**src/rtl/lsu_ctrl_pkg.sv**
```systemverilog
// Shared definitions for the load/store unit: func3 encodings and controller states.
package lsu_ctrl_pkg;

  localparam logic [2:0] F3_B  = 3'b000;
  localparam logic [2:0] F3_H  = 3'b001;
  localparam logic [2:0] F3_W  = 3'b010;
  localparam logic [2:0] F3_BU = 3'b100;
  localparam logic [2:0] F3_HU = 3'b101;

  typedef enum logic [1:0] {
    IDLE = 2'd0,
    BUSY = 2'd1,
    DONE = 2'd2
  } lsu_state_e;

endpackage

```
**src/rtl/lsu_ctrl_if.sv**
```systemverilog
// Handshaked data-memory bus between the load/store unit (master) and memory (slave).
interface lsu_ctrl_if;

  logic        bus_req;
  logic        bus_we;
  logic [31:0] bus_addr;
  logic [3:0]  bus_be;
  logic [31:0] bus_wdata;
  logic        bus_ready;
  logic [31:0] bus_rdata;

  modport master (
    output bus_req, bus_we, bus_addr, bus_be, bus_wdata,
    input  bus_ready, bus_rdata
  );

  modport slave (
    input  bus_req, bus_we, bus_addr, bus_be, bus_wdata,
    output bus_ready, bus_rdata
  );

endinterface

```
**src/rtl/lsu_ctrl_align.sv**
```systemverilog
// Width/lane decode: legality, byte enables, store lane replication and load extraction.
module lsu_ctrl_align
  import lsu_ctrl_pkg::*;
(
  input  logic        is_store,
  input  logic [2:0]  func3,
  input  logic [1:0]  addr_lo,
  input  logic [31:0] wr_data,
  input  logic [31:0] rdata,
  output logic [3:0]  be,
  output logic [31:0] wdata,
  output logic [31:0] load_ext,
  output logic        legal
);

  logic [7:0]  byte_lane;
  logic [15:0] half_lane;

  assign byte_lane = rdata[{addr_lo, 3'b000} +: 8];
  assign half_lane = addr_lo[1] ? rdata[31:16] : rdata[15:0];

  // func3[1:0] carries the access width for both signed and unsigned loads
  always_comb begin
    be    = '0;
    wdata = wr_data;
    legal = 1'b0;
    case (func3[1:0])
      2'b00: begin
        be    = 4'(4'b0001 << addr_lo);
        wdata = {4{wr_data[7:0]}};
        legal = 1'b1;
      end
      2'b01: begin
        be    = addr_lo[1] ? 4'b1100 : 4'b0011;
        wdata = {2{wr_data[15:0]}};
        legal = ~addr_lo[0];
      end
      2'b10: begin
        be    = 4'b1111;
        legal = (addr_lo == 2'b00);
      end
      default: legal = 1'b0;
    endcase
    if (is_store ? func3[2] : (func3[2] & func3[1])) legal = 1'b0;
  end

  always_comb begin
    load_ext = '0;
    case (func3)
      F3_B:    load_ext = {{24{byte_lane[7]}}, byte_lane};
      F3_H:    load_ext = {{16{half_lane[15]}}, half_lane};
      F3_W:    load_ext = rdata;
      F3_BU:   load_ext = {24'd0, byte_lane};
      F3_HU:   load_ext = {16'd0, half_lane};
      default: load_ext = '0;
    endcase
  end

endmodule

```
**src/rtl/lsu_ctrl.sv**
```systemverilog
// Load/store controller: issues one bus access per memory instruction and stalls the datapath until it completes.
module lsu_ctrl
  import lsu_ctrl_pkg::*;
#(
  parameter  int unsigned TIMEOUT_CYCLES = 255,
  localparam int unsigned TO_W           = $clog2(TIMEOUT_CYCLES + 1)
) (
  input  logic               clk,
  input  logic               rst,
  input  logic               mem_read,
  input  logic               mem_write,
  input  logic [2:0]         func3,
  input  logic [31:0]        addr,
  input  logic [31:0]        wr_data,
  output logic [31:0]        rd_data,
  output logic               stall,
  output logic               misalign,
  output logic               bus_timeout,
  lsu_ctrl_if.master         bus
);

  lsu_state_e  state_q;
  logic [2:0]  func3_q;
  logic [1:0]  addr_lo_q;
  logic [TO_W-1:0] to_cnt_q;
  logic [31:0] rd_data_q;
  logic        bus_timeout_q;
  logic        req_q;
  logic        we_q;
  logic [31:0] addr_q;
  logic [3:0]  be_q;
  logic [31:0] wdata_q;

  logic        req_in;
  logic        is_legal;
  logic [3:0]  is_be;
  logic [31:0] is_wdata;
  logic [31:0] is_ext_unused;
  logic [31:0] ld_ext;
  logic [3:0]  ld_be_unused;
  logic [31:0] ld_wdata_unused;
  logic        ld_legal_unused;

  assign req_in = mem_read | mem_write;

  lsu_ctrl_align u_issue_align (
    .is_store (mem_write),
    .func3    (func3),
    .addr_lo  (addr[1:0]),
    .wr_data  (wr_data),
    .rdata    (32'd0),
    .be       (is_be),
    .wdata    (is_wdata),
    .load_ext (is_ext_unused),
    .legal    (is_legal)
  );

  lsu_ctrl_align u_load_align (
    .is_store (1'b0),
    .func3    (func3_q),
    .addr_lo  (addr_lo_q),
    .wr_data  (32'd0),
    .rdata    (bus.bus_rdata),
    .be       (ld_be_unused),
    .wdata    (ld_wdata_unused),
    .load_ext (ld_ext),
    .legal    (ld_legal_unused)
  );

  // Gated by rst so reset clears them even while the datapath still presents a request
  assign stall    = ~rst & ((state_q == BUSY) | ((state_q == IDLE) & req_in & is_legal));
  assign misalign = ~rst & (state_q == IDLE) & req_in & ~is_legal;

  always_ff @(posedge clk or posedge rst) begin
    if (rst) begin
      state_q       <= IDLE;
      func3_q       <= '0;
      addr_lo_q     <= '0;
      to_cnt_q      <= '0;
      rd_data_q     <= '0;
      bus_timeout_q <= 1'b0;
      req_q         <= 1'b0;
      we_q          <= 1'b0;
      addr_q        <= '0;
      be_q          <= '0;
      wdata_q       <= '0;
    end else begin
      case (state_q)
        IDLE: begin
          bus_timeout_q <= 1'b0;
          if (req_in && is_legal) begin
            func3_q   <= func3;
            addr_lo_q <= addr[1:0];
            to_cnt_q  <= '0;
            req_q     <= 1'b1;
            we_q      <= mem_write;
            addr_q    <= {addr[31:2], 2'b00};
            be_q      <= is_be;
            wdata_q   <= is_wdata;
            state_q   <= BUSY;
          end
        end
        BUSY: begin
          if (bus.bus_ready) begin
            if (!we_q) rd_data_q <= ld_ext;
            req_q   <= 1'b0;
            state_q <= DONE;
          end else if (to_cnt_q == TO_W'(TIMEOUT_CYCLES - 1)) begin
            rd_data_q     <= '0;
            bus_timeout_q <= 1'b1;
            req_q         <= 1'b0;
            state_q       <= DONE;
          end else begin
            to_cnt_q <= to_cnt_q + TO_W'(1);
          end
        end
        DONE: begin
          bus_timeout_q <= 1'b0;
          state_q       <= IDLE;
        end
        default: state_q <= IDLE;
      endcase
    end
  end

  assign rd_data       = rd_data_q;
  assign bus_timeout   = bus_timeout_q;
  assign bus.bus_req   = req_q;
  assign bus.bus_we    = we_q;
  assign bus.bus_addr  = addr_q;
  assign bus.bus_be    = be_q;
  assign bus.bus_wdata = wdata_q;

endmodule

```
**src/flat_wrapper.sv**
```systemverilog
// flat-port wrapper written by rule: the top's interface ports become plain ports
module lsu_ctrl_flat import lsu_ctrl_pkg::*;
#(
  parameter  int unsigned TIMEOUT_CYCLES = 255,
  localparam int unsigned TO_W           = $clog2(TIMEOUT_CYCLES + 1)
)
  (clk, rst, mem_read, mem_write, func3, addr, wr_data, rd_data, stall, misalign, bus_timeout, bus_bus_req, bus_bus_we, bus_bus_addr, bus_bus_be, bus_bus_wdata, bus_bus_ready, bus_bus_rdata);
  lsu_ctrl_if bus_i ();
  input  logic clk;
  input  logic rst;
  input  logic mem_read;
  input  logic mem_write;
  input  logic [2:0] func3;
  input  logic [31:0] addr;
  input  logic [31:0] wr_data;
  output logic [31:0] rd_data;
  output logic stall;
  output logic misalign;
  output logic bus_timeout;
  output wire logic [$bits(bus_i.bus_req)-1:0] bus_bus_req;
  output wire logic [$bits(bus_i.bus_we)-1:0] bus_bus_we;
  output wire logic [$bits(bus_i.bus_addr)-1:0] bus_bus_addr;
  output wire logic [$bits(bus_i.bus_be)-1:0] bus_bus_be;
  output wire logic [$bits(bus_i.bus_wdata)-1:0] bus_bus_wdata;
  input wire logic [$bits(bus_i.bus_ready)-1:0] bus_bus_ready;
  input wire logic [$bits(bus_i.bus_rdata)-1:0] bus_bus_rdata;
  assign bus_bus_req = bus_i.bus_req;
  assign bus_bus_we = bus_i.bus_we;
  assign bus_bus_addr = bus_i.bus_addr;
  assign bus_bus_be = bus_i.bus_be;
  assign bus_bus_wdata = bus_i.bus_wdata;
  assign bus_i.bus_ready = bus_bus_ready;
  assign bus_i.bus_rdata = bus_bus_rdata;
  lsu_ctrl #(.TIMEOUT_CYCLES(TIMEOUT_CYCLES)) u_core (.clk(clk), .rst(rst), .mem_read(mem_read), .mem_write(mem_write), .func3(func3), .addr(addr), .wr_data(wr_data), .rd_data(rd_data), .stall(stall), .misalign(misalign), .bus_timeout(bus_timeout), .bus(bus_i));
endmodule
```
**config.mk**
```make
export PLATFORM = sky130hd
export DESIGN_NAME = lsu_ctrl_flat
export DESIGN_NICKNAME = d
export VERILOG_FILES = /design/src/rtl/lsu_ctrl_pkg.sv /design/src/rtl/lsu_ctrl_if.sv /design/src/rtl/lsu_ctrl_align.sv /design/src/rtl/lsu_ctrl.sv /design/src/flat_wrapper.sv
export SDC_FILE = /design/constraint.sdc
export NUM_CORES = 1
export LEC_CHECK = 0
export BUFFER_PORTS_ARGS = -buffer_cell sky130_fd_sc_hd__buf_2
export CORE_UTILIZATION = 40
export DETAILED_ROUTE_END_ITERATION = 16
export PLACE_DENSITY = 0.74
export SLEW_MARGIN = 5
export SYNTH_ARGS = -nofsm -noshare
export SYNTH_HDL_FRONTEND = slang
export SYNTH_SLANG_ARGS = --single-unit
```
**constraint.sdc**
```tcl
create_clock -name clk -period 4.1 [get_ports clk]
set_clock_uncertainty 0.05 [all_clocks]
set_input_delay 0.205 -clock clk [delete_from_list [all_inputs] [get_ports clk]]
set_output_delay 0.205 -clock clk [all_outputs]
set_load 0.05 [all_outputs]
```
# Word-level counts from Yosys, hierarchy flattened
# Index checks and enable logic that the tools add are counted.
# W data, S select, Z words.
# word_totals
reg_bits,116
inputBits,104
wordCells,82
# op_classes
n_addsub,1
n_eq_ne,15
n_shift,2
muxes,26
n_bitwise,12
n_reduce_logical,15
# ops
op,n
$pmux W32 S5,1
$mux W32,3
$pmux W32 S2,1
$shiftx A32 B6 Y8,1
$mux W8,3
$mux W16,1
$pmux W8 S2,1
$pmux W4 S3,1
$ne A2 B2 Y1 const B,5
$reduce_and A3 Y1,3
$add A8 B1 Y8 const B,1
$eq A8 B8 Y1 const B,1
$and A1 B1 Y1,7
$mux W1,7
$eq A3 B3 Y1 const B,2
$logic_not A2 Y1,3
$mux W2,3
$reduce_bool A2 Y1,3
$eq A2 B1 Y1 const B,2
$eq A2 B2 Y1 const B,2
$mux W4,1
$pmux W1 S2,2
$pmux W2 S2,1
$reduce_and A2 Y1,2
11 further kinds,14

# Longest topological paths before layout
# logic_depth
depth_word,6
mapped_depth,7
depth_no_buf,6

# Modules after synthesis
# Synthesis repeated with hierarchy kept, for this count alone.
# unflattened
hier_cells,683
hier_area_um2,7210.7
# by_module_without_submodules
module,instances,cells_each,area_per_inst_um2
lsu_ctrl,1,295,4563.1
lsu_ctrl_align,2,194,1323.8

# Least setup slack after synthesis
# OpenSTA, ideal clock, no wires.
# synth_path
path_kind,input-to-output
from,input func3[0]
to,output stall
t_arrival_ns,2.183
t_required_ns,3.845
path_slack_ns,1.662
stages,6
path_buffers,3
cell_sequence,clkbuf_1 > nor4_1 > o221ai_1 > buf_2 > buf_2 > a21oi_1
# synth_via
elab_chain_len,6
# synth_lines
item,line_no,rtl
from (decl),flat_wrapper.sv:13,input logic [2:0] func3;
"$eq A2 B2 Y1, or another cell as far along",lsu_ctrl_align.sv:27,case (func3[1:0])
$pmux W1 S3 *,lsu_ctrl_align.sv:27,
$mux W1 *,lsu_ctrl_align.sv:44,if (is_store ? func3[2] : (func3[2] & func3[1])) legal = 1'b0;
$and A1 B1 Y1 *,lsu_ctrl.sv:71,assign stall = ~rst & ((state_q == BUSY) | ((state_q == IDLE) & req_in & is_legal));
$or A1 B1 Y1 *,lsu_ctrl.sv:71,
$and A1 B1 Y1 *,lsu_ctrl.sv:71,
to (decl),flat_wrapper.sv:17,output logic stall;
# Every way passes the cells marked *; elsewhere a longest branch is shown, timed or not.

# Worst setup path in the final report
# layout_path
from,register u_core.addr_lo_q[1]
to,register u_core.rd_data_q[16] (netlist: u_core.rd_data[16])
# layout_via
elab_chain_len,4
# layout_lines
item,line_no,rtl
from (decl),lsu_ctrl.sv:24,logic [1:0] addr_lo_q;
from (signal assigned),lsu_ctrl.sv:93,addr_lo_q <= addr[1:0];
$shiftx A32 B6 Y8 or $mux W16 (tied branches),"lsu_ctrl_align.sv:19, lsu_ctrl_align.sv:20",
$pmux W32 S5 *,lsu_ctrl_align.sv:49,case (func3)
$mux W32 *,lsu_ctrl.sv:105,if (!we_q) rd_data_q <= ld_ext;
$mux W32 *,lsu_ctrl.sv:104,if (bus.bus_ready) begin
to (signal assigned),lsu_ctrl.sv:105,
to (decl),lsu_ctrl.sv:26,logic [31:0] rd_data_q;
# Every way passes the cells marked *; elsewhere a longest branch is shown, timed or not. The select of a mux whose other input is x is not followed.
# A chain may end at the register's enable or synchronous reset.

==> reports/metrics.cfg <==
[floorplanning]
chipWidth_um=117
coreArea_um2=12800
start_util=0.415
fp.dieH_um=117
io_pins=209
std_cell_rows=41
die_area_um2=13700

[worst_setup_path]
start_kind=flop
critPathMaxStageDelay_ps=890
critical_path_class=flop to flop
reg2reg_from=u_core.addr_lo_q[1]$_DFFE_PP0P_
cp_cell_sequence=mux4_2 > nor4b_4 > o21ba_1 > a221o_1
path_max_fanout=27
reg2regPathDepth=4
crit_path_end_kind=flop
reg2reg_to=u_core.rd_data[16]$_DFFE_PP0P_
required_ps=4390
slowest_stage=dfrtp_1
reg2reg_setup_slack_ps=1460
cp.arrival_ps=2920

[hold_path]
hold_start=wr_data[21]
hold_end=u_core.bus.bus_wdata[21]$_DFFE_PP0P_
hold_path_depth=3
holdCritPathClass=input pin to flop

[clock_tree]
numCtsBuffers=17
clk_path_buf_depth=2
path_clk_slew_ps=60
worst_skew_pair.late_latency_ps=410
htree_levels=4
cts_root_buf=clkbuf_16
post_cts_buffers=0
cts_hold_buf=45
cts_tree=done
cts.sinks=116
cts_resized=0

[drt]
wl_um=14900
dr.first_iter.drc_count=232
wl_per_cell_um=16.9
vias=4598
ant_nets=0
dr.pass1.iters=5
vias_per_cell=5.24
drc=0

[synth]
syn_area_um2=5300
synth_cell_types=47
synth_top_area_frac=0.548
ys_seq_area_frac=0.548
synth-edff-count=0
synth_warnings=0
async_flop_share=1.00
netlist_top_cells_area=dfrtp_1 55%, mux2_1 9.1%, mux2i_1 5.1%
synth_most_common_cell=dfrtp_1
syn_inst=452
synth_seq_cells=116
synth_top_area_cell=dfrtp_1
synth_ff_type=dfrtp_1
syn_area_per_cell_um2=11.7
synth_commonest_cells=116 x dfrtp_1, 43 x mux2_1, 36 x nand2_1

[power]
intPower_uw=3050
peakVddDrop_v=0.000438
power.switching_uw=2670
leakagePower_uw=0.00361
swShare=0.467
p_clk_frac=0.233
finalPower_uw=5720
combPwrFrac=0.448
powerDensity_nw_per_um2=769
p_seq_frac=0.319

[placed_design]
place.gp.congestion=0.860
place_area_um2=6440
port_buffers=206
dp.final_hpwl_um=10500
place_inst=801

[job]
cap_violations=0

[sta]
fmax_ghz=0.379
whs_ps=19.7
timing.final.crit_share=0.643
setup_viol=0
final.min_clock_period_ps=2640
worst_pin_slew_ps=1090
relSlewSlack=0.274
slew_violations=0
rsz0062_at_grt=false
hold_viol_final=0
fin_tns_setup_ps=0

[final_layout]
n_fill_cell=1077
drive_gt1_frac=0.363
final_cell_count_no_fill=878
num_antenna_cells=0
nets=799
fin_area_um2=7440
areaGrowthSynthToFinish_pct=40.5

[global_routing]
grt_max_degree=95
grt_overflow=0
grt_usage=0.228
grt_pass1_wl_um=23300
antenna_found_initial=0
first_global_vias=4731

[status]
status=complete, no violations

## final cells by class
| cell class | instances | area (um^2) | area share |
|---|---|---|---|
| flip-flops and latches | 116 | 2900 | 0.390 |
| multi-input cells | 299 | 2230 | 0.300 |
| repair buffers | 255 | 1520 | 0.205 |
| clock buffers | 21 | 470 | 0.0632 |
| well taps | 172 | 215 | 0.0289 |
| clock inverters | 11 | 78.8 | 0.0106 |
| inverters | 4 | 17.5 | 0.00235 |
## power groups by stage
| stage | Clock [uW] | Sequential [uW] | Combinational (uW) |
|---|---|---|---|
| finish | 1330 | 1820 | 2560 |
| global route | 1410 | 1880 | 2710 |
| CTS | 1360 | 1820 | 2570 |
| detailed placement | 0 | 1830 | 2530 |
| global placement | 0 | 1800 | 2500 |
| floorplan | 0 | 3080 | 658 |
## cells by family after synthesis
logic type,after synthesis,share of synthesized area
AO/OA/AOI/OAI,110,0.146
flip-flops,116,0.548
buffers and inverters,38,0.0350
XOR/XNOR,4,0.00661
AND/OR/NAND/NOR,103,0.0976
other,1,0.000708
multiplexers,78,0.162
adder cells (fa/ha/maj),2,0.00472
## worst max path at each step
stage,slack (ps),cells past startpoint,start,end
floorplan,770,1,rst,u_core.addr_lo_q[0]$_DFFE_PP0P_
global placement,1680,4,u_core.addr_lo_q[1]$_DFFE_PP0P_,u_core.rd_data[17]$_DFFE_PP0P_
detailed placement,1550,4,u_core.addr_lo_q[1]$_DFFE_PP0P_,u_core.rd_data[31]$_DFFE_PP0P_
CTS,1490,4,u_core.addr_lo_q[1]$_DFFE_PP0P_,u_core.rd_data[16]$_DFFE_PP0P_
global route,1310,4,u_core.addr_lo_q[1]$_DFFE_PP0P_,u_core.rd_data[16]$_DFFE_PP0P_
finish,1460,4,u_core.addr_lo_q[1]$_DFFE_PP0P_,u_core.rd_data[16]$_DFFE_PP0P_
## cell usage in the layout, fill, tap and decap left out, drive strengths merged, types with 2 or more instances in the layout
cell	synthesis	routed
xor2	4	4
clkinvlp	0	8
clkbuf	15	21
nor2	21	21
nor4	3	3
o211ai	2	2
mux2i	27	27
nand2b	5	5
a21oi	15	15
o21a	2	2
ha	2	2
conb	1	2
and2	2	2
nor3	4	4
nand4	3	3
o2bb2ai	9	9
a211oi	2	2
buf	19	210
nand3	15	15
a221o	23	23
nor3b	2	2
nand3b	4	4
a31oi	4	4
nor2b	3	3
inv	4	5
o21ai	39	39
dlygate4sd3	0	45
a221oi	8	8
nand2	36	36
clkinv	0	2
mux2	50	50
dfrtp	116	116
o21ba	2	2
## state kept, by name, indices dropped and copies added, names as in the netlist
name                  flops
u_core.bus.bus_we         1
u_core.bus.bus_wdata     32
u_core.to_cnt_q           8
u_core.bus_timeout        1
u_core.addr_lo_q          2
u_core.bus.bus_be         4
u_core.state_q            2
u_core.func3_q            3
u_core.bus.bus_req        1
u_core.bus.bus_addr      30
u_core.rd_data           32
## metrics by stage
step,setup slack [ps],utilization
after floorplan,773,-
after global placement,1680,0.504
after detailed placement,1550,0.504
after CTS,1490,0.583
after global routing,1310,0.583
final,1460,0.583
## routing by layer
metal,track usage,vias to the layer above,share of wire
met5,0,-,0
li1,-,2154,-
met2,0.394,207,0.51
met3,0.0767,30,0.070
met4,0.0987,0,0.023
met1,0.256,2207,0.40
## critical path, delay by kind of cell (launching register included)
| kind | cells | cell delay, ps |
|---|---|---|
| flops | 1 | 890 |
| mux | 1 | 360 |
| compound gates | 2 | 840 |
| simple gates | 1 | 420 |
Power figures use the tool's default switching activity.
